**config.mk**
```make
export PLATFORM = sky130hd
export DESIGN_NAME = digit_serial_subtractor
export DESIGN_NICKNAME = d
export VERILOG_FILES = /design/src/rtl/digit_serial_subtractor.sv
export SDC_FILE = /design/constraint.sdc
export NUM_CORES = 1
export LEC_CHECK = 0
export CORE_MARGIN = 2
export CORE_UTILIZATION = 50
export CTS_BUF_LIST = sky130_fd_sc_hd__clkbuf_16
export DETAILED_ROUTE_END_ITERATION = 10
export PLACE_DENSITY = 0.77
export SLEW_MARGIN = 25
export SYNTH_ARGS = -nofsm -noshare
export SYNTH_HDL_FRONTEND = slang
export SYNTH_SLANG_ARGS = --single-unit
export TNS_END_PERCENT = 100
```
**constraint.sdc**
```tcl
create_clock -name clk -period 3.3 [get_ports clk]
set_input_delay 0.99 -clock clk [delete_from_list [all_inputs] [get_ports clk]]
set_output_delay 0.99 -clock clk [all_outputs]
set_load 0.02 [all_outputs]
```
**src/rtl/digit_serial_subtractor.sv**
```systemverilog
// digit_serial_subtractor
//   Computes diff = a - b - borrow_in on WIDTH-bit operands, DIGIT bits per
//   clock, carrying the borrow between digits in a register.
//   An operation takes NDIG = WIDTH/DIGIT RUN cycles.
//   Ports:
//     clk, rst        rising-edge clock, asynchronous active-high reset
//     in_valid/ready  operand handshake (a, b, borrow_in); in_ready is
//                     combinational from out_ready
//     out_valid/ready result handshake (diff, borrow_out, overflow)
//     busy            high while the subtraction is running
module digit_serial_subtractor #(
  parameter int unsigned WIDTH = 16,
  parameter int unsigned DIGIT = 4
) (
  input  logic             clk,
  input  logic             rst,
  input  logic             in_valid,
  output logic             in_ready,
  input  logic [WIDTH-1:0] a,
  input  logic [WIDTH-1:0] b,
  input  logic             borrow_in,
  output logic             out_valid,
  input  logic             out_ready,
  output logic [WIDTH-1:0] diff,
  output logic             borrow_out,
  output logic             overflow,
  output logic             busy
);

  localparam int unsigned NDIG = WIDTH / DIGIT;
  localparam int unsigned CW   = (NDIG > 1) ? $clog2(NDIG) : 1;
  localparam int unsigned DW   = DIGIT + 1;

  // Reject operand widths that do not split into whole digits.
  if (WIDTH < 1 || DIGIT < 1 || (WIDTH % DIGIT) != 0) begin : g_bad_params
    $error("digit_serial_subtractor: WIDTH must be a non-zero multiple of DIGIT");
  end

  typedef enum logic [1:0] {
    S_IDLE = 2'd0,
    S_RUN  = 2'd1,
    S_DONE = 2'd2
  } state_e;

  state_e            state_q,     state_d;
  logic [WIDTH-1:0]  a_sh_q,      a_sh_d;
  logic [WIDTH-1:0]  b_sh_q,      b_sh_d;
  logic [WIDTH-1:0]  res_q,       res_d;
  logic              breg_q,      breg_d;
  logic [CW-1:0]     cnt_q,       cnt_d;
  logic              a_msb_q,     a_msb_d;
  logic              b_msb_q,     b_msb_d;
  logic [WIDTH-1:0]  diff_q,      diff_d;
  logic              bout_q,      bout_d;
  logic              ovf_q,       ovf_d;
  logic              out_valid_q, out_valid_d;
  logic              busy_q,      busy_d;

  logic                   accept;
  logic [DW-1:0]          dig_sub;
  logic [DIGIT-1:0]       dig_d;
  logic                   dig_bnext;
  logic [WIDTH+DIGIT-1:0] res_cat;
  logic [WIDTH-1:0]       res_shifted;

  // Ready when idle, or when the held result is being consumed this cycle.
  assign in_ready = (state_q == S_IDLE) | ((state_q == S_DONE) & out_ready);
  assign accept   = in_valid & in_ready;

  // One digit of subtraction; the extra MSB of the DW-bit result is the borrow.
  assign dig_sub   = {1'b0, a_sh_q[DIGIT-1:0]} - {1'b0, b_sh_q[DIGIT-1:0]} - DW'(breg_q);
  assign dig_d     = dig_sub[DIGIT-1:0];
  assign dig_bnext = dig_sub[DIGIT];

  // New digit enters at the top of the result; also covers NDIG == 1.
  assign res_cat     = {dig_d, res_q};
  assign res_shifted = res_cat[WIDTH+DIGIT-1:DIGIT];

  // Next-state and datapath updates.
  always_comb begin
    state_d     = state_q;
    a_sh_d      = a_sh_q;
    b_sh_d      = b_sh_q;
    res_d       = res_q;
    breg_d      = breg_q;
    cnt_d       = cnt_q;
    a_msb_d     = a_msb_q;
    b_msb_d     = b_msb_q;
    diff_d      = diff_q;
    bout_d      = bout_q;
    ovf_d       = ovf_q;
    out_valid_d = 1'b0;
    busy_d      = 1'b0;

    unique case (state_q)
      S_IDLE: begin
        state_d = S_IDLE;
      end
      S_RUN: begin
        a_sh_d = a_sh_q >> DIGIT;
        b_sh_d = b_sh_q >> DIGIT;
        res_d  = res_shifted;
        breg_d = dig_bnext;
        cnt_d  = cnt_q + CW'(1);
        if (cnt_q == CW'(NDIG - 1)) begin
          state_d = S_DONE;
          diff_d  = res_shifted;
          bout_d  = dig_bnext;
          // Signed overflow: operand signs differ and result sign differs from a.
          ovf_d   = (a_msb_q ^ b_msb_q) & (dig_d[DIGIT-1] ^ a_msb_q);
        end
      end
      S_DONE: begin
        if (out_ready) begin
          state_d = S_IDLE;
        end
      end
      default: begin
        state_d = S_IDLE;
      end
    endcase

    // Accept is only possible in IDLE or DONE, so it never collides with RUN.
    if (accept) begin
      a_sh_d  = a;
      b_sh_d  = b;
      breg_d  = borrow_in;
      a_msb_d = a[WIDTH-1];
      b_msb_d = b[WIDTH-1];
      cnt_d   = '0;
      state_d = S_RUN;
    end

    out_valid_d = (state_d == S_DONE);
    busy_d      = (state_d == S_RUN);
  end

  // State and datapath registers.
  always_ff @(posedge clk or posedge rst) begin
    if (rst) begin
      state_q     <= S_IDLE;
      a_sh_q      <= '0;
      b_sh_q      <= '0;
      res_q       <= '0;
      breg_q      <= 1'b0;
      cnt_q       <= '0;
      a_msb_q     <= 1'b0;
      b_msb_q     <= 1'b0;
      diff_q      <= '0;
      bout_q      <= 1'b0;
      ovf_q       <= 1'b0;
      out_valid_q <= 1'b0;
      busy_q      <= 1'b0;
    end else begin
      state_q     <= state_d;
      a_sh_q      <= a_sh_d;
      b_sh_q      <= b_sh_d;
      res_q       <= res_d;
      breg_q      <= breg_d;
      cnt_q       <= cnt_d;
      a_msb_q     <= a_msb_d;
      b_msb_q     <= b_msb_d;
      diff_q      <= diff_d;
      bout_q      <= bout_d;
      ovf_q       <= ovf_d;
      out_valid_q <= out_valid_d;
      busy_q      <= busy_d;
    end
  end

  assign out_valid  = out_valid_q;
  assign busy       = busy_q;
  assign diff       = diff_q;
  assign borrow_out = bout_q;
  assign overflow   = ovf_q;

endmodule

```
==> flow_summary.toml <==
[sta]
slew_headroom_pct = 60.2
fin_crit_sh_pct = 97.0
hold_violations = 0
fmax_mhz = 312
setup_ws_ns = 0.0990
rsz0062_at_grt = "false"
slew_violations = 0
fin_crit_ns = 3.20
worst_pin_slew_ns = 0.597
timing.hold.ws_ns = 0.489
finalSetupTns_ns = 0
setup_viol = 0
clock-skew-final_ns = 0.00626

[setup_path]
r2r_end = "busy$_DFF_PP0_"
cp.required_ns = 2.31
crit_family = "buffers and inverters"
cp_common_cell = "clkdlybuf4s50_1"
crit_path_start = "out_ready"
r2r_slack_ns = 1.18
regToRegStartpoint = "state_q[1]$_DFF_PP0_"
slowest_stage = "clkdlybuf4s50_1"
timing.critical_path.buf_inv = 2
end_kind = "primary output"
start_kind = "input pin"
worstPathCellList = "clkdlybuf4s50_1, a21o_1, clkdlybuf4s50_1"
crit_type = "in2out"
ff2ff_path_depth = 7
arrival_ns = 2.21
cpPeakStageDelay_ns = 0.61
path_max_fanout = 3
path_depth = 3

[route]
drtAntennaViolNets = 0
wl_per_cell_um = 13.8
wl_um = 5850
via_count = 2173
drcViolationCount = 0
initialDrtViolationCount = 76
drtPass1Iterations = 5
viasPerCell = 5.13

[cells_and_area]
fin_util_pct = 65.2
final_cell_mix = "dfrtp_1, clkdlybuf4s50_1, nand2_1"
final_common_cell = "dfrtp_1"
finalNetCount = 392
synthToLayoutAreaGrowth_pct = 27.5
drive_above_1_share_pct = 13.3
fillerInstances = 500
num_antenna_cells = 0

[grt]
overflow = 0
antenna_found_initial = 0
grt_max_degree = 41
grt_usage_pct = 18.1
grt_pass1_vias = 2182
grt_pass1_wl_um = 10100

[power]
power_leakage_uw = 0.00186
pwr-share-comb_pct = 34.6
peakVddDrop_v = 0.000484
power_density_nw_per_um2 = 823
fin_total_pwr_uw = 3370
p_switching_uw = 1110
p_int_uw = 2260
sw_frac_of_total_pct = 32.8
power_frac_clock_pct = 25.3
seqPwrFrac_pct = 40.0

[floorplanning]
die_width_um = 84.1
rows = 29
start_util_pct = 51.1
fp.dieH_um = 84.1
ios = 58
core_um2 = 6280
die-area_um2 = 7080

[clock_tree]
cts-buffers-inserted = 9
ctsHoldBuffers = 0
cts.sinks = 71
tritoncts = "built"
root_buffer = "clkbuf_16"
clockBufferDepth = 2
ctsResizeCount = 0
path_clk_slew_ns = 0.05
htree_levels = 3
post_cts_buffers = 0
clock_latency_ns = 0.32

[synth]
yosysSeqAreaShare_pct = 55.4
synth.distinct_cells = 31
synth_warnings = 0
synth_cells = 287
syn_avg_cell_area_um2 = 11.2
syn_area_um2 = 3210
synth_seq_cells = 71
syn_nets = 336

[flow_run]
drv_cap = 0

[hold_path]
min_to = "diff[12]$_DFFE_PP0P_"
holdCritPathClass = "reg2reg"
timing.hold.worst_path_depth = 2
min_from = "diff[12]$_DFFE_PP0P_"

[placement]
dp_slack_ns = 0.0941
io_buffers = 57
detailed_place_hpwl_um = 3990
gp_congestion = 0.751

[run_status]
status = "complete, no violations"
[stage by stage]
step / area (µm²) / std cells
after global routing: 4090 / 424
after global placement: 3830 / 409
after floorplan: 3210 / 287
after CTS: 4090 / 424
final: 4090 / 424
after detailed placement: 3830 / 409
[synth_stat cells]
master | n | area share, %
o211ai_2 | 1 | 0.39
inv_1 | 12 | 1.4
mux2i_1 | 25 | 7.8
buf_6 | 1 | 0.35
buf_2 | 11 | 1.7
nor3b_1 | 2 | 0.47
xnor2_1 | 4 | 1.1
o21a_1 | 2 | 0.47
nand2_2 | 1 | 0.20
a21oi_1 | 3 | 0.47
nor2_1 | 7 | 0.82
nand3b_1 | 6 | 1.4
dfrtp_1 | 71 | 55
clkbuf_1 | 4 | 0.47
ha_1 | 10 | 3.9
o21ai_0 | 33 | 5.1
mux2_2 | 21 | 7.4
nand2b_1 | 2 | 0.39
a21o_1 | 1 | 0.23
nor2b_1 | 2 | 0.39
and2_1 | 1 | 0.20
nor3_1 | 1 | 0.16
o211ai_1 | 1 | 0.23
nand2_1 | 53 | 6.2
a21bo_2 | 1 | 0.31
o31ai_1 | 1 | 0.23
a22o_1 | 2 | 0.55
or3_1 | 2 | 0.39
fa_1 | 2 | 1.2
nand3_1 | 3 | 0.47
and2_0 | 1 | 0.20
[worst reg2reg max path, stage by stage (launching register included)]
cell	delay [ns]
dfrtp_1	0.40
inv_1	0.09
ha_2	0.41
buf_4	0.53
o21ai_0	0.15
a21bo_2	0.22
and2_0	0.12
o21ai_0	0.07
[final cells by class]
class / count / area [µm²] / area share [%]
Sequential cell: 71 / 1780 / 43.4
Timing Repair Buffer: 61 / 601 / 14.7
Clock inverter: 6 / 38.8 / 0.948
Clock buffer: 9 / 225 / 5.50
Tap cell: 77 / 96.3 / 2.35
Multi-Input combinational cell: 188 / 1310 / 32.0
Inverter: 12 / 45.0 / 1.10
[power groups by stage]
| stage | sequential [µW] | clock, µW | combinational, µW |
|---|---|---|---|
| finish | 1350 | 854 | 1170 |
| global route | 1390 | 914 | 1300 |
| CTS | 1350 | 876 | 1190 |
| detailed placement | 1370 | 0 | 1170 |
| global placement | 1350 | 0 | 1130 |
| floorplan | 1430 | 0 | 686 |
[flip-flops by register name, summed over array words and instances, names as in the netlist]
signal	flops
a_sh_q	16
b_sh_q	16
diff	16
res_q	12
cnt_q	2
state_q	2
a_msb_q	1
b_msb_q	1
borrow_out	1
breg_q	1
busy	1
out_valid	1
overflow	1
[worst max-delay path by stage]
stage                           to  slack, ns
2_1_floorplan  a_msb_q$_DFFE_PP0N_       0.51
3_3_place_gp              in_ready       0.11
3_5_place_dp              in_ready       0.09
4_1_cts                   in_ready       0.09
5_1_grt                   in_ready       0.04
6_report                  in_ready        0.1
[cell families after synthesis]
group           after synthesis  synth area share [%]
simple gates                 81                  11.3
flops                        71                  55.4
buf+inv                      28                  3.94
xor+xnor                      4                  1.09
mux                          46                  15.2
compound gates               45                  8.03
fa+ha+maj                    12                  5.15
[routing by layer]
metal / track usage [%] / part of all wire (%) / wire, µm
met1: 24.8 / 47 / 2740
met2: 28.1 / 48 / 2800
met3: 4.85 / 4.2 / 248
met4: 6.16 / 1.0 / 59
met5: 0 / 0 / 0
Power figures use the tool's default switching activity.
